`config.mk`:
```
export PLATFORM = sky130hd
export DESIGN_NAME = ifetch
export DESIGN_NICKNAME = d
export VERILOG_FILES = /design/src/rtl/ifetch.sv
export SDC_FILE = /design/constraint.sdc
export NUM_CORES = 1
export LEC_CHECK = 0
export ABC_CLOCK_PERIOD_IN_PS = 4300
export CAP_MARGIN = 20
export CORE_AREA = 10 10 72 74
export DETAILED_ROUTE_END_ITERATION = 10
export DIE_AREA = 0 0 82 84
export PLACE_DENSITY = 0.69
export SLEW_MARGIN = 20
export SYNTH_ARGS = -nofsm -noshare
export SYNTH_HDL_FRONTEND = slang
export SYNTH_SLANG_ARGS = --single-unit
```
`constraint.sdc`:
```
create_clock -name clock -period 4.3 [get_ports clock]
set_input_delay 0.86 -clock clock [delete_from_list [all_inputs] [get_ports clock]]
set_output_delay 0.86 -clock clock [all_outputs]
set_load 0.01 [all_outputs]
```
`src/rtl/ifetch.sv`:
```
// Instruction fetch unit: a three-state request/hold engine between program memory
// and the control unit, with a redirect (jump) path that overrides capture and consumption.
module ifetch #(
  parameter int          ADDR_W  = 8,
  parameter logic [3:0]  S_FETCH = 4'd0,
  parameter logic [3:0]  NOP     = 4'b0000
) (
  input  logic              clock,
  input  logic              reset,
  input  logic [3:0]        state,
  input  logic              run,
  input  logic              jump,
  input  logic [ADDR_W-1:0] jump_addr,
  input  logic [7:0]        mem_rdata,
  input  logic              mem_ready,
  output logic              mem_req,
  output logic [ADDR_W-1:0] mem_addr,
  output logic [3:0]        instruction,
  output logic [3:0]        operand,
  output logic              instr_valid,
  output logic [ADDR_W-1:0] instr_pc,
  output logic [ADDR_W-1:0] pc
);

  typedef enum logic [1:0] {
    F_IDLE = 2'd0,
    F_REQ  = 2'd1,
    F_FULL = 2'd2
  } fetch_state_e;

  fetch_state_e      fsm_q, fsm_d;
  logic [ADDR_W-1:0] pc_q, pc_d;
  logic [ADDR_W-1:0] instr_pc_q, instr_pc_d;
  logic [7:0]        word_q, word_d;

  always_comb begin
    // NOTE: every signal gets a default first so no path through the case infers a latch.
    fsm_d      = fsm_q;
    pc_d       = pc_q;
    instr_pc_d = instr_pc_q;
    word_d     = word_q;

    if (jump) begin
      // Redirect wins over capture and consumption; read data on this edge is dropped.
      pc_d  = jump_addr;
      fsm_d = run ? F_REQ : F_IDLE;
    end else begin
      unique case (fsm_q)
        F_IDLE: begin
          if (run) fsm_d = F_REQ;
        end
        F_REQ: begin
          // An outstanding request completes even if run falls meanwhile.
          if (mem_ready) begin
            word_d     = mem_rdata;
            instr_pc_d = pc_q;
            pc_d       = pc_q + ADDR_W'(1);
            fsm_d      = F_FULL;
          end
        end
        F_FULL: begin
          if (state == S_FETCH) fsm_d = run ? F_REQ : F_IDLE;
        end
        default: fsm_d = F_IDLE;
      endcase
    end
  end

  // NOTE: state registers use non-blocking assignments so every flop samples pre-edge values.
  always_ff @(posedge clock or negedge reset) begin
    if (!reset) begin
      fsm_q      <= F_IDLE;
      pc_q       <= '0;
      instr_pc_q <= '0;
      // NOTE: the word register is reset even though outputs are gated, keeping state deterministic.
      word_q     <= '0;
    end else begin
      fsm_q      <= fsm_d;
      pc_q       <= pc_d;
      instr_pc_q <= instr_pc_d;
      word_q     <= word_d;
    end
  end

  assign mem_req     = (fsm_q == F_REQ);
  assign instr_valid = (fsm_q == F_FULL);
  assign mem_addr    = pc_q;
  assign pc          = pc_q;
  assign instr_pc    = instr_pc_q;
  assign instruction = instr_valid ? word_q[7:4] : NOP;
  assign operand     = instr_valid ? word_q[3:0] : 4'h0;

endmodule

```
Word level (Yosys, flattened, before mapping)
Index checks and enable logic that the tools add are counted.
Widths: inputs -> output; s select.
Word-level totals
  register bits: 26
  bits in latches: 0
  RAM bits: 0
  memory bits (read-only): 0
  bits of input ports: 25
  word-level logic and storage cells: 29
  memories kept: 0
Operators by class
  add/sub/neg operators: 1
  $mul: 0
  divide/modulo/power cells: 0
  magnitude comparators: 0
  equal/unequal tests: 5
  shift operators: 0
  multiplexer cells: 11
  bitwise operators: 1
  reductions and logical operators: 7
Operator list (count)
  $mux 8: 3
  $add 8x1->8 const B: 1
  $mux 2: 4
  $mux 4: 2
  $ne 3x3->1 const B: 2
  $pmux 2 s3: 1
  $reduce_and 3->1: 2
  $logic_not 4->1: 1
  $reduce_bool 2->1: 2
  $ne 3x2->1 const B: 1
  $eq 2x1->1 const B: 1
  $eq 2x2->1 const B: 1
  $logic_not 2->1: 1
  $reduce_and 2->1: 1
  $mux 1: 1
  $not 1->1: 1

Longest topological paths before layout
Gate-level depths: netlist (run 1).
  depth in word-level cells: 4
  gate-level depth with buffers: 4

Worst setup path before layout (run 1)
No wires, ideal clock.
  path type: input to register
  start point: in jump
  end point: reg word_q[6]
  library setup time: 0.125 ns
  data arrival time: 1.838 ns
  slack: 2.337 ns
  stages on the path: 4
  path buffers: 2
  path through: clkbuf_1 > nor2_2 > buf_4 > mux2_2
On the way
  cells in the longest elaborated chain, start to end: 2
Ends and longest elaborated chain
  start, declared: RTL line 12  | input logic jump,
  $not 1->1 (no source line)
  $reduce_and 3->1 (no source line)
  end signal, assigned: RTL line 81  | word_q <= word_d;
  end, declared: RTL line 34  | logic [7:0] word_q, word_d;
No other way between the ends.
A chain may end at the register's enable or synchronous reset.

Final worst setup path (run 1)
  start point: in jump
  end point: reg word_q[5]
Same word-level chain as after synthesis.

==> impl_metrics.ini, run 1 <==
[drt]
final_antenna_net_count = 0
routed_wirelength_um = 3530
detail_route.vias_per_cell = 4.97
post-route-drc-count = 0
wl_per_cell_um = 16.7
num_vias = 1054
initialDrtViolationCount = 45
drtPass1Iterations = 4

[clocking]
numClockSinks = 26
clock_insertion_delay_worst_skew_ns = 0.27
cts_tree = built
clk_transition_reported_paths_ns = 0.09
cts-buffers-inserted = 3
ctsResizeCount = 0
cts_root_buffer = sky130_fd_sc_hd__clkbuf_8
postCtsSetupBuffers = 0
cts-hold-fix-buffers = 0
cts_max_path_buffers = 2
htree_num_levels = 1

[timing]
final_hold_viol_count = 0
fin_skew_ns = 0.00404
relSlewSlack_pct = 47.0
tightest_slew_ns = 0.794
grt_setup_unrepaired = no
layout_worst_path_cycle_share_pct = 61.9
final.min_clock_period_ns = 2.66
fmaxAchievable_ghz = 0.376
report.final.setup_viol = 0
finalWorstSetupSlack_ns = 1.64
totalNegativeSetupSlack_ns = 0
report.final.slew_viol_count = 0
hold-worst-slack_ns = 0.504

[global_route]
wire_length_of_the_first_global_routing_pass_um = 5690
grt.total_usage_pct = 10.3
antenna_violations_before_repair = 0
grt_pass1_vias = 1163
grt_start_max_net_pins = 27
overflow = 0

[logic_synthesis]
dominantRegCellSynth = sky130_fd_sc_hd__dfrtp_1
number_of_register_bits_inferred_by_synthesis = 26
synth_sequential_area_ratio_pct = 50.2
post_synth_num_cell_types = 30
synthesis.instances = 113
synthesis.area_um2 = 1300
ys.warnings.count = 0
avgSynthCellArea_um2 = 11.5
postSynth.asyncResetShare_pct = 100
synth-edff-count = 0
syn-num-nets = 139

[placement]
post-place-ws_ns = 1.33
gp_routability_congestion = 0.709
post-dp-hpwl_um = 2680
post_placement_cell_count = 209
port-buffer-count = 58

[die]
io_pins = 59
die_h_um = 84
dieArea_um2 = 6890
core_um2 = 3860
placement_rows = 23
initial_core_utilization_pct = 33.6
die_w_um = 82

[finish]
count_of_nets_after_finishing = 190
insertedDiodeCount = 0
mostFrequentLayoutCells = 57 x sky130_fd_sc_hd__clkdlybuf4s50_1, 26 x sky130_fd_sc_hd__dfrtp_1, 16 x sky130_fd_sc_hd__mux2_2
final_common_cell = sky130_fd_sc_hd__clkdlybuf4s50_1
areaGrowthSynthToFinish_pct = 46.3
instances_no_fill = 212
drive_gt1_share_pct = 14.8

[critical_path]
crit_type = input pin to register
cp_max_fo = 20
required_ns = 4.45
cp-start-kind = input pin
arrival_ns = 2.82
cp-end-kind = register

[job]
cap_violations = 0

[hold_path]
worst_min_delay_path_class = register to register

[status]
status = completed

[power_and_ir_drop]
leakage_uw = 0.000759
peakVddDrop_mv = 0.174
p_per_area_nw_per_um2 = 373
-- critical path: stages --
cell and delay (ns):
sky130_fd_sc_hd__clkdlybuf4s50_1 0.75, sky130_fd_sc_hd__nor2_2 0.79, sky130_fd_sc_hd__mux2_2 0.42
-- kinds of logic after synthesis --
logic type / share of synthesized area [%]
simple gates: 18.7
flops: 50.2
compound gates: 7.72
xor+xnor: 1.35
mux: 14.7
fa+ha+maj: 0.965
buf+inv: 6.37
-- routing by layer --
| layer | track usage, % | up-vias | routed length, µm |
|---|---|---|---|
| li1 | - | 494 | - |
| met1 | 11.1 | 509 | 1340 |
| met2 | 16.9 | 46 | 1720 |
| met3 | 5.28 | 5 | 430 |
| met4 | 3.25 | 0 | 36 |
| met5 | 0 | - | 0 |
-- final cells by class --
cell class,count,area [µm²]
Multi-Input combinational cell,74,563
Clock buffer,3,41.3
Timing Repair Buffer,58,576
Tap cell,50,62.6
Sequential cell,26,651
Fill cell,391,1960
Inverter,1,3.75
-- power breakdown --
group          switching [µW]  internal, µW  leakage [µW]
clock                    72.3          62.8     0.0000216
sequential               40.5           300      0.000310
combinational            85.1           147      0.000427
-- stage by stage --
stage	instance area (µm²)	power, µW	util, %
after detailed placement	1860	584	48.2
after global placement	1860	575	48.2
final	1900	708	49.2
after global routing	1900	758	49.2
after CTS	1900	722	49.3
after floorplan	1300	448	-
-- cells in the mapped netlist (2+ instances only) --
cell type                  count  share of area (%)
sky130_fd_sc_hd__nand2_1       8                2.3
sky130_fd_sc_hd__clkbuf_1      3               0.87
sky130_fd_sc_hd__nand3_1       6                2.3
sky130_fd_sc_hd__nor2b_1       2               0.97
sky130_fd_sc_hd__buf_4         9                5.2
sky130_fd_sc_hd__xor2_1        2                1.4
sky130_fd_sc_hd__dfrtp_1      26                 50
sky130_fd_sc_hd__nor2_1        2               0.58
sky130_fd_sc_hd__or4_1         5                2.9
sky130_fd_sc_hd__mux2_2       16                 14
sky130_fd_sc_hd__o21ai_0       6                2.3
sky130_fd_sc_hd__o211ai_1      3                1.7
sky130_fd_sc_hd__and2_1        8                3.9
-- registers in the layout, indices dropped and copies added, names as in the netlist --
name,count
instr_pc,8
fsm_q,2
word_q,8
mem_addr,8
-- worst paths after layout --
kind | end | depth (start not counted) | startpoint | slack (ns)
worst max-delay path | word_q[5] | 3 | jump | 1.64
worst min-delay path | word_q[0] | 1 | word_q[0] | 0.50
worst max register to register | word_q[5] | 3 | fsm_q[1] | 2.43
worst min register to register | word_q[0] | 1 | word_q[0] | 0.50
max in group asynchronous | word_q[7] | 1 | reset | 3.33
min in group asynchronous | instr_pc[3] | 1 | reset | 0.58
Note: power is estimated with default switching activity, not from simulation.
==> run 2: changes to the inputs <==
--- a/config.mk
+++ b/config.mk
@@ -5,12 +5,12 @@
 export SDC_FILE = /design/constraint.sdc
 export NUM_CORES = 1
 export LEC_CHECK = 0
-export ABC_CLOCK_PERIOD_IN_PS = 4300
+export ABC_CLOCK_PERIOD_IN_PS = 2200
 export CAP_MARGIN = 20
 export CORE_AREA = 10 10 72 74
 export DETAILED_ROUTE_END_ITERATION = 10
 export DIE_AREA = 0 0 82 84
-export PLACE_DENSITY = 0.69
+export PLACE_DENSITY = 0.72
 export SLEW_MARGIN = 20
 export SYNTH_ARGS = -nofsm -noshare
 export SYNTH_HDL_FRONTEND = slang
==> constraint.sdc (replaced) <==
create_clock -name clock -period 2.2 [get_ports clock]
set_input_delay 0.44 -clock clock [delete_from_list [all_inputs] [get_ports clock]]
set_output_delay 0.44 -clock clock [all_outputs]
set_load 0.01 [all_outputs]
==> run 2 against run 1 <==
Against the previous run: clock skew down 0.0020 ns; flip-flop and latch count unchanged; largest power group unchanged; count of clock-buffer cells in the layout grew 1; critical path type is now register to output port; highest routed layer unchanged.
==> impl_metrics.ini, run 2 (synthesis gave the netlist of run 1 again) <==
[timing]
fmaxAchievable_ghz = 0.473
tightest_slew_ns = 0.326
finalWorstSetupSlack_ns = 0.0847
final.min_clock_period_ns = 2.12
grt_setup_unrepaired = no
final_hold_viol_count = 0
totalNegativeSetupSlack_ns = 0
layout_worst_path_cycle_share_pct = 96.2
fin_skew_ns = 0.00204
relSlewSlack_pct = 78.3
report.final.slew_viol_count = 0
report.final.setup_viol = 0

[drt]
num_vias = 1062
detail_route.vias_per_cell = 4.89
routed_wirelength_um = 3640
drtPass1Iterations = 4
post-route-drc-count = 0
final_antenna_net_count = 0
initialDrtViolationCount = 27
wl_per_cell_um = 16.8

[global_route]
globalRouteMet2Util_pct = 17.5
grt.total_usage_pct = 10.9
grt_start_max_net_pins = 27
wire_length_of_the_first_global_routing_pass_um = 5980
antenna_violations_before_repair = 0
global_route.usage.met3_pct = 4.63
overflow = 0
grtUsageMet1_pct = 12.7
top_usage_layer = met2
grt_pass1_vias = 1166

[die]
dieArea_um2 = 6890
placement_rows = 23
core_um2 = 3860
io_pins = 59
initial_core_utilization_pct = 33.6
die_w_um = 82
die_h_um = 84

[finish]
drive_gt1_share_pct = 18.0
mostFrequentLayoutCells = 57 x sky130_fd_sc_hd__clkdlybuf4s50_1, 25 x sky130_fd_sc_hd__dfrtp_1, 16 x sky130_fd_sc_hd__mux2_2
insertedDiodeCount = 0
areaGrowthSynthToFinish_pct = 51.6
count_of_nets_after_finishing = 194
instances_no_fill = 217
area.sequential_um2 = 652
area_of_the_multi_input_gates_um2 = 574
final_common_cell = sky130_fd_sc_hd__clkdlybuf4s50_1
layout_filler_cell_count = 366

[clocking]
clock_insertion_delay_worst_skew_ns = 0.26
cts_tree = built
cts-buffers-inserted = 3
htree_num_levels = 1
clk_transition_reported_paths_ns = 0.08
cts-hold-fix-buffers = 0
cts_max_path_buffers = 2
cts_root_buffer = sky130_fd_sc_hd__clkbuf_8
numClockSinks = 26

[placement]
post-dp-hpwl_um = 2840
post-place-ws_ns = 0.225
gp_routability_congestion = 0.791
port-buffer-count = 58
post_placement_cell_count = 212

[status]
status = completed

[critical_path]
crit_type = register to output port
required_ns = 1.76
arrival_ns = 1.68
cp_max_fo = 6
cp-start-kind = register
cp-end-kind = output port

[power_and_ir_drop]
clockPowerShare_pct = 20.8
power.internal_uw = 1040
total_switching_power_uw = 396
peakVddDrop_mv = 0.346
power_switching_share_pct = 27.5
leakage_uw = 0.000805
p_per_area_nw_per_um2 = 733
seq_power_share_pct = 46.7
pwr-share-comb_pct = 32.5

[hold_path]
worst_min_delay_path_class = register to register

[job]
cap_violations = 0
## run 2: layer usage
metal  vias up  wire [µm]
li1        508          -
met1       518       1520
met2        34       1820
met3         2        284
met4         0         18
met5         -          0
## run 2: path summary, 6_finish.rpt
check | cells past startpoint | slack [ns] | endpoint | start
max | 3 | 0.08 | instruction[2] | fsm_q[0]
min | 1 | 0.51 | word_q[1] | word_q[1]
max reg2reg | 4 | 0.62 | mem_addr[4] | mem_addr[1]
min reg2reg | 1 | 0.51 | word_q[1] | word_q[1]
max in group asynchronous | 2 | 1.40 | fsm_q[0] | reset
min in group asynchronous | 2 | 0.53 | mem_addr[2] | reset
## run 2: final cells by class
type	instances	share of cell area, %
clock buffers	4	2.80
inverters	1	0.191
multi-input cells	75	29.2
flip-flops and latches	26	33.2
well taps	50	3.18
repair buffers	61	31.4
## run 2: per-stage QoR
step / power [µW] / util [%] / hold slack (ns) / instance area [µm²]
after floorplan: 875 / - / 0.144 / 1300
after global placement: 1140 / 49.2 / 0.485 / 1900
after detailed placement: 1150 / 49.2 / 0.490 / 1900
after CTS: 1460 / 50.6 / 0.510 / 1950
after global routing: 1540 / 51.0 / 0.527 / 1970
final: 1440 / 51.0 / 0.508 / 1970
## run 2: power groups by stage
stage	Sequential [µW]	Clock (µW)	Combinational, µW
floorplan	689	0	186
global placement	676	0	461
detailed placement	679	0	474
CTS	673	310	477
global route	691	336	509
finish	673	300	468
## run 2: worst max-delay path, cell delays in order, from the launching register on
cell and delay, ns:
sky130_fd_sc_hd__dfrtp_2 0.46, sky130_fd_sc_hd__and2b_4 0.29, sky130_fd_sc_hd__and2_1 0.13, sky130_fd_sc_hd__clkdlybuf4s50_1 0.54
## run 2: timing repair
item / 4_1_cts / 5_1_grt
setup endpoints to repair: 8 / 8
resized for setup: 1 / 4
buffers inserted: 0 / 0
cloned: 0 / 1
